<file path="config.mk">
export PLATFORM = sky130hd
export DESIGN_NAME = ifu_fetch
export DESIGN_NICKNAME = d
export VERILOG_FILES = /design/src/rtl/npc_pkg.sv /design/src/rtl/ifu_pc_gen.sv /design/src/rtl/ifu_fetch.sv
export SDC_FILE = /design/constraint.sdc
export NUM_CORES = 1
export LEC_CHECK = 0
export CAP_MARGIN = 20
export CORE_MARGIN = 10
export CORE_UTILIZATION = 40
export CTS_CLUSTER_DIAMETER = 150
export CTS_CLUSTER_SIZE = 20
export DETAILED_ROUTE_END_ITERATION = 16
export PLACE_DENSITY = 0.77
export SLEW_MARGIN = 10
export SYNTH_ARGS = -nofsm -noshare
export SYNTH_HDL_FRONTEND = slang
export SYNTH_SLANG_ARGS = --single-unit
</file>
<file path="constraint.sdc">
create_clock -name clk -period 2.1 [get_ports clk]
set_clock_uncertainty 0.05 [all_clocks]
set_input_delay 0.63 -clock clk [delete_from_list [all_inputs] [get_ports clk]]
set_output_delay 0.63 -clock clk [all_outputs]
set_load 0.02 [all_outputs]
</file>
<file path="src/rtl/npc_pkg.sv">
// Shared core definitions: datapath width, reset vector, canonical NOP and
// the fetch-stage state encoding. Decode pulls XLEN from here as well.
package npc_pkg;

  localparam int unsigned XLEN     = 32;
  localparam logic [31:0] RESET_PC = 32'h8000_0000;
  localparam logic [31:0] NOP_INST = 32'h0000_0013;

  typedef enum logic [1:0] {
    FETCH = 2'd0,
    WAIT  = 2'd1,
    OUT   = 2'd2
  } ifu_state_t;

endpackage

</file>
<file path="src/rtl/ifu_pc_gen.sv">
// Architectural PC register: holds, steps by one word, or loads a redirect
// target. A redirect always wins over a step in the same cycle, and the
// target's byte-offset bits are discarded so the PC stays word aligned.
module ifu_pc_gen #(
  parameter int unsigned     XLEN     = npc_pkg::XLEN,
  parameter logic [XLEN-1:0] RESET_PC = npc_pkg::RESET_PC
) (
  input  logic            clk,
  input  logic            rst_n,
  input  logic            advance,
  input  logic            redirect,
  input  logic [XLEN-1:0] redirect_pc,
  output logic [XLEN-1:0] pc
);
  import npc_pkg::*;

  logic [XLEN-1:0] pc_q;
  logic [XLEN-1:0] pc_d;

  // Next PC select: redirect target (aligned), sequential word, or hold
  always_comb begin
    pc_d = pc_q;
    if (redirect) begin
      pc_d = {redirect_pc[XLEN-1:2], 2'b00};
    end else if (advance) begin
      pc_d = pc_q + XLEN'(4);
    end
  end

  // PC register, loads the reset vector asynchronously
  always_ff @(posedge clk or negedge rst_n) begin
    if (!rst_n) begin
      pc_q <= RESET_PC;
    end else begin
      pc_q <= pc_d;
    end
  end

  assign pc = pc_q;

endmodule

</file>
<file path="src/rtl/ifu_fetch.sv">
// Instruction fetch stage. Issues one word fetch at a time, registers the
// response with its PC and fault flag, and offers it to decode.
//
// Handshakes: a transfer on imem_req_* or inst_* happens at a rising edge
// where valid && ready; valid is never gated by ready. The decode payload
// (inst, inst_pc, inst_err) is held while inst_valid && !inst_ready unless a
// redirect discards it. imem_req_addr may change while imem_req_valid is high
// only when a redirect lands before the request is accepted. imem_rsp_valid
// has no ready: a response is always taken and is only expected in WAIT.
module ifu_fetch #(
  parameter int unsigned     XLEN     = npc_pkg::XLEN,
  parameter logic [XLEN-1:0] RESET_PC = npc_pkg::RESET_PC
) (
  input  logic            clk,
  input  logic            rst_n,
  output logic            imem_req_valid,
  input  logic            imem_req_ready,
  output logic [XLEN-1:0] imem_req_addr,
  input  logic            imem_rsp_valid,
  input  logic [31:0]     imem_rsp_data,
  input  logic            imem_rsp_err,
  input  logic            redirect_valid,
  input  logic [XLEN-1:0] redirect_pc,
  output logic            inst_valid,
  input  logic            inst_ready,
  output logic [31:0]     inst,
  output logic [XLEN-1:0] inst_pc,
  output logic            inst_err
);
  import npc_pkg::*;

  ifu_state_t      state_q, state_d;
  logic            kill_q, kill_d;
  logic [31:0]     inst_q, inst_d;
  logic [XLEN-1:0] inst_pc_q, inst_pc_d;
  logic            inst_err_q, inst_err_d;
  logic [XLEN-1:0] pc;
  logic            advance;
  logic            capture;

  ifu_pc_gen #(
    .XLEN     (XLEN),
    .RESET_PC (RESET_PC)
  ) u_pc_gen (
    .clk         (clk),
    .rst_n       (rst_n),
    .advance     (advance),
    .redirect    (redirect_valid),
    .redirect_pc (redirect_pc),
    .pc          (pc)
  );

  // FSM state and the "outstanding fetch is stale" flag
  always_ff @(posedge clk or negedge rst_n) begin
    if (!rst_n) begin
      state_q <= FETCH;
      kill_q  <= 1'b0;
    end else begin
      state_q <= state_d;
      kill_q  <= kill_d;
    end
  end

  // Next state; a redirect marks any in-flight fetch stale or drops held data
  always_comb begin
    state_d = state_q;
    kill_d  = kill_q;
    case (state_q)
      FETCH: begin
        if (imem_req_ready) begin
          state_d = WAIT;
          kill_d  = redirect_valid;
        end
      end
      WAIT: begin
        if (imem_rsp_valid) begin
          kill_d  = 1'b0;
          state_d = (kill_q || redirect_valid) ? FETCH : OUT;
        end else if (redirect_valid) begin
          kill_d = 1'b1;
        end
      end
      OUT: begin
        if (redirect_valid || inst_ready) begin
          state_d = FETCH;
        end
      end
      default: begin
        state_d = FETCH;
        kill_d  = 1'b0;
      end
    endcase
  end

  // FSM outputs: request side, decode valid, PC step and capture strobes
  always_comb begin
    imem_req_valid = (state_q == FETCH);
    imem_req_addr  = {pc[XLEN-1:2], 2'b00};
    inst_valid     = (state_q == OUT);
    advance        = (state_q == OUT) && inst_ready && !redirect_valid;
    capture        = (state_q == WAIT) && imem_rsp_valid && !kill_q && !redirect_valid;
  end

  // Next value of the decode-facing instruction register
  always_comb begin
    inst_d     = inst_q;
    inst_pc_d  = inst_pc_q;
    inst_err_d = inst_err_q;
    if (capture) begin
      inst_d     = imem_rsp_data;
      inst_pc_d  = pc;
      inst_err_d = imem_rsp_err;
    end
  end

  // Instruction register, resets to a NOP at PC 0
  always_ff @(posedge clk or negedge rst_n) begin
    if (!rst_n) begin
      inst_q     <= NOP_INST;
      inst_pc_q  <= '0;
      inst_err_q <= 1'b0;
    end else begin
      inst_q     <= inst_d;
      inst_pc_q  <= inst_pc_d;
      inst_err_q <= inst_err_d;
    end
  end

  assign inst     = inst_q;
  assign inst_pc  = inst_pc_q;
  assign inst_err = inst_err_q;

  a_req_aligned: assert property (@(posedge clk) disable iff (!rst_n)
    imem_req_valid |-> (imem_req_addr[1:0] == 2'b00));

  a_inst_stable: assert property (@(posedge clk) disable iff (!rst_n)
    (inst_valid && !inst_ready && !redirect_valid) |=>
      (inst_valid && $stable(inst) && $stable(inst_pc) && $stable(inst_err)));

  a_rsp_only_in_wait: assert property (@(posedge clk) disable iff (!rst_n)
    imem_rsp_valid |-> (state_q == WAIT));

endmodule

</file>
Word level (Yosys, flattened, before mapping) --
Index checks and enable logic that the tools add are counted.
Word-level totals: word-level logic and storage cells 38, flip-flop bits (word level) 100, output and inout bits 99
Cells by class: mux-type cells 11, $add $sub $neg 1, reductions and logical operators 13, equality and inequality tests 6, bitwise gates (word level) 1
Operators by type and width (number):
- $mux 32 | 2
- $add 32x3->32 const B | 1
- $mux 2 | 4
- $pmux 2 s3 | 1
- $reduce_and 3->1 | 2
- $logic_and 1x1->1 | 5
- $ne 2x1->1 const B | 2
- $mux 1 | 3
- $ne 3x3->1 const B | 1
- $pmux 1 s3 | 1
- $eq 2x1->1 const B | 1
- $eq 2x2->1 const B | 1
- $logic_not 1->1 | 2
- $logic_not 2->1 | 1
- $logic_or 1x1->1 | 2
- $ne 2x2->1 const B | 1
- $reduce_bool 2->1 | 1
- $not 1->1 | 1

Logic depth before layout (Yosys ltp) --
depth in word-level cells 5, depth in mapped cells 6, gate-level depth less buffers 5

Cells and area by module --
From an unflattened synthesis, not the netlist that was laid out.
Unflattened totals: cell total of the unflattened synthesis 356, area, all modules 4604.4 µm²
By module, submodules not included:
- ifu_fetch | times used 1, sequential area each 1705.4 µm², area each 2874.0 µm², cells each 164
- ifu_pc_gen | times used 1, sequential area each 752.0 µm², area each 1730.4 µm², cells each 192

Worst setup path after synthesis --
No wires, ideal clock.
kind reg-to-reg, from register u_pc_gen.pc_q[4] (netlist: u_pc_gen.pc[4]), to register u_pc_gen.pc_q[27] (netlist: u_pc_gen.pc[27]), setup slack -28 ps, arrival 1996 ps, data required time 1968 ps, stages on the path, launching flop included 6, setup time 82 ps, buffers on the path 1, cell sequence dfrtp_1 nand3_4 or4_1 clkbuf_2 or4_1 a31oi_1
Between the ends: cells in the longest elaborated chain, start to end 3
RTL lines:
- start, declared | line ifu_pc_gen.sv:17 | logic [XLEN-1:0] pc_q;
- start signal, assigned | line ifu_pc_gen.sv:35 | pc_q <= pc_d;
- $add 32x3->32 | line ifu_pc_gen.sv:26 | pc_d = pc_q + XLEN'(4);
- $mux 32 | line ifu_pc_gen.sv:25 | end else if (advance) begin
- $mux 32 | line ifu_pc_gen.sv:23 | if (redirect) begin
No other way between the ends. The select of a mux whose other input is x is not followed. A chain may end at the register's enable or synchronous reset.

Final worst setup path --
from register inst_q[13] (netlist: inst[13]), to output inst[13]
RTL lines:
- start, declared | line ifu_fetch.sv:34 | logic [31:0] inst_q, inst_d;
- start signal, assigned | line ifu_fetch.sv:123 | inst_q <= inst_d;
- end, declared | line ifu_fetch.sv:26 | output logic [31:0] inst,
No word-level cell between the ends.

==> flow_summary.toml <==
[worst_setup_path]
r2r_start = "u_pc_gen.pc[6]$_DFFE_PN0P_"
crit_arrival_ns = 1.36
crit_path_start_kind = "flip-flop"
required_ns = 1.42
cp-end-kind = "output port"
regToRegSetupSlack_ns = 0.08
cp_top_family = "buffers and inverters"
worst-setup-path-type = "reg -> out"
slowest_stage = "clkdlybuf4s50_1"
r2r_cells = 4
slowest_delay_ns = 0.64
cp_cell_sequence = "clkdlybuf4s50_1"
worstPathBufferInverterCount = 1
crit_fanout = 2
timing.rr.end = "u_pc_gen.pc[17]$_DFFE_PN0P_"

[layout]
stdcell_count = 717
final_layout_size_suffix_gt1_frac = 0.2426
final_core_util = 0.6160
syn2layout_area_growth_pct = 51.44
antenna_cells = 0
nNetsFinal = 644

[clocking]
cts_root_buf = "clkbuf_8"
clock_sinks = 96
cts_max_level = 3
cts_tree = "built"
clockBufferDepth = 2
numCtsBuffers = 9
postCtsHoldBufs = 0
clkSlewWorstSetupHoldPaths_ns = 0.10
clk_latency_ns = 0.36

[timing]
period_share = 0.9737
finalHoldViolations = 0
holdWs_ns = 0.1402
rsz0062_at_grt = "no"
fin_crit_ns = 2.045
fmax_mhz = 489.1
finalMaxSlewViolations = 0
finalSetupViolCount = 0

[detailed_routing]
ant_nets = 0
vias = 3785
vias_per_cell = 5.279
drtIter0Drc = 235
drc = 0
drt_first_pass_iters = 4
drt_wl_total_mm = 13.47
wl_per_cell_um = 18.79

[global_routing]
grt_pass1_wl_mm = 21.87
track_usage = 0.1708
grt_pass1_vias = 3975
grt_max_degree = 33
grt_antenna_before_repair = 0
gr-total-overflow = 0

[status]
status = "completed"

[logic_synthesis]
synth_cell_type_count = 45
ys.flop_type = "dfrtp_1"
synth_top_cell_by_area = "dfrtp_1"
ys_top_cells_by_area = "dfrtp_1 52%, mux2_2 16%, or4_1 2.7%, dfstp_2 2.4%, nand2_1 2.2%"
syn_area_um2 = 4390
yosysWarningCount = 0
netlist.area_leader.share = 0.5244
ys_seq_elements = 96
syn_inst = 375
avgSynthCellArea_um2 = 11.71
ys_seq_area_frac = 0.5483
async_flop_share = 1.000
synth_edf_count = 0

[die]
die_w_um = 124.8
dieArea_um2 = 15570
die_y_um = 124.8
core-area_um2 = 10790
core.rowCount = 38
start_util = 0.4068
io_pins = 170

[hold_path]
min_path_type = "in -> async"

[placement]
placed_cells_incl_taps = 699
place.gp.congestion = 0.8828
dp_hpwl_mm = 10.64
port_buffers = 163

[power]
p_per_area_nw_per_um2 = 1156
peakVddDrop_mv = 0.6723
cellLeakagePower_nw = 2.699

[job]
maxCapViolCount = 0
[cells by family (layout without fill, tap and decap cells)]
logic type                 count (synthesis)  count (layout)  share of synthesized area
xor gates and xnor gates                  10              10                    0.01995
and+or+nand+nor                          124             124                     0.1570
AOI/OAI and AO/OA                         53              53                    0.07951
muxes                                     64              64                     0.1639
DFF                                       96              96                     0.5483
other                                      1               4                  0.0008541
buffers and inverters                     26             225                    0.02764
adders and majority gates                  1               1                   0.002849
[layout by cell type (no fill, tap or decap), types with 3 or more instances in the layout]
| cell type | netlist | final |
|---|---|---|
| dlygate4sd2_1 | 0 | 32 |
| a31oi_1 | 15 | 15 |
| clkdlybuf4s50_1 | 0 | 126 |
| clkbuf_8 | 0 | 9 |
| mux2_2 | 63 | 63 |
| buf_12 | 0 | 4 |
| buf_4 | 4 | 41 |
| nand4_1 | 11 | 11 |
| nor2_1 | 23 | 22 |
| o21ai_0 | 16 | 16 |
| nand2_1 | 26 | 26 |
| xor2_1 | 4 | 4 |
| dfrtp_1 | 92 | 86 |
| nor3_1 | 4 | 4 |
| and3_1 | 5 | 5 |
| nand3_1 | 13 | 13 |
| dfrtp_2 | 0 | 6 |
| nor2b_1 | 4 | 4 |
| conb_1 | 1 | 4 |
| and4_1 | 3 | 3 |
| dfstp_2 | 4 | 4 |
| xnor2_1 | 6 | 6 |
| nor4_1 | 4 | 4 |
| clkinv_2 | 0 | 3 |
| or4_1 | 16 | 14 |
| o31ai_1 | 12 | 12 |
[Yosys cell counts, types with 5 or more instances]
cell type  count
a31oi_1       15
and3_1         5
buf_2          6
clkbuf_1      12
dfrtp_1       92
mux2_2        63
nand2_1       26
nand3_1       13
nand4_1       11
nor2_1        23
o21ai_0       16
o31ai_1       12
or4_1         16
xnor2_1        6
[per-stage QoR]
stage / power, mW / setup WS [ns] / TNS, ns / cell area (um^2)
2_1_floorplan: 4.677 / 0.002783 / 0 / 4408
3_3_place_gp: 6.523 / -0.5371 / -12.17 / 6471
3_5_place_dp: 6.635 / -0.5442 / -13.72 / 6471
4_1_cts: 7.794 / 0.01808 / 0 / 6639
5_1_grt: 8.104 / 0.003698 / 0 / 6649
6_report: 7.685 / 0.05527 / 0 / 6649
[what timing repair did]
action | in CTS | in global routing
endpoints found under the setup margin | 39 | 7
setup buffers | 1 | 1
pin swaps | 4 | 1
resized for setup | 37 | 5
[layout make-up]
| cell class | instances | area (um^2) |
|---|---|---|
| clock buffers | 9 | 123.9 |
| clock inverters | 7 | 70.07 |
| fillers | 908 | 4144 |
| inverters | 2 | 7.507 |
| multi-input cells | 256 | 1888 |
| flip-flops and latches | 96 | 2415 |
| well taps | 140 | 175.2 |
| repair buffers | 207 | 1969 |
[worst max-delay path by stage]
stage,start,to,slack [ns],depth (start not counted)
2_1_floorplan,u_pc_gen.pc[6]$_DFFE_PN0P_,u_pc_gen.pc[27]$_DFFE_PN0P_,0.003,5
3_3_place_gp,inst_ready,u_pc_gen.pc[27]$_DFFE_PN0P_,-0.54,5
3_5_place_dp,inst_ready,u_pc_gen.pc[27]$_DFFE_PN0P_,-0.54,5
4_1_cts,inst[13]$_DFFE_PN0P_,inst[13],0.02,1
5_1_grt,inst[13]$_DFFE_PN0P_,inst[13],0.004,1
6_report,inst[13]$_DFFE_PN0P_,inst[13],0.06,1
[flip-flops by register name (all words and copies together), names as in the netlist]
| register | cells |
|---|---|
| inst | 32 |
| inst_pc | 30 |
| u_pc_gen.pc | 30 |
| state_q | 2 |
| inst_err | 1 |
| kill_q | 1 |
[metal layers]
layer	global-route usage	vias to the layer above	wire, um
li1	-	1770	-
met1	0.1996	1848	5457
met2	0.2909	154	6670
met3	0.06255	13	1199
met4	0.03907	0	142
met5	0	-	0
[power by group]
part	total [mW]	internal (mW)	switching [mW]	leakage (nW)
Sequential	2.95	2.55	0.402	1.13
Combinational	3.52	1.85	1.67	1.47
Clock	1.21	0.551	0.663	0.0994
No activity file was read; power rests on OpenSTA's default activity.
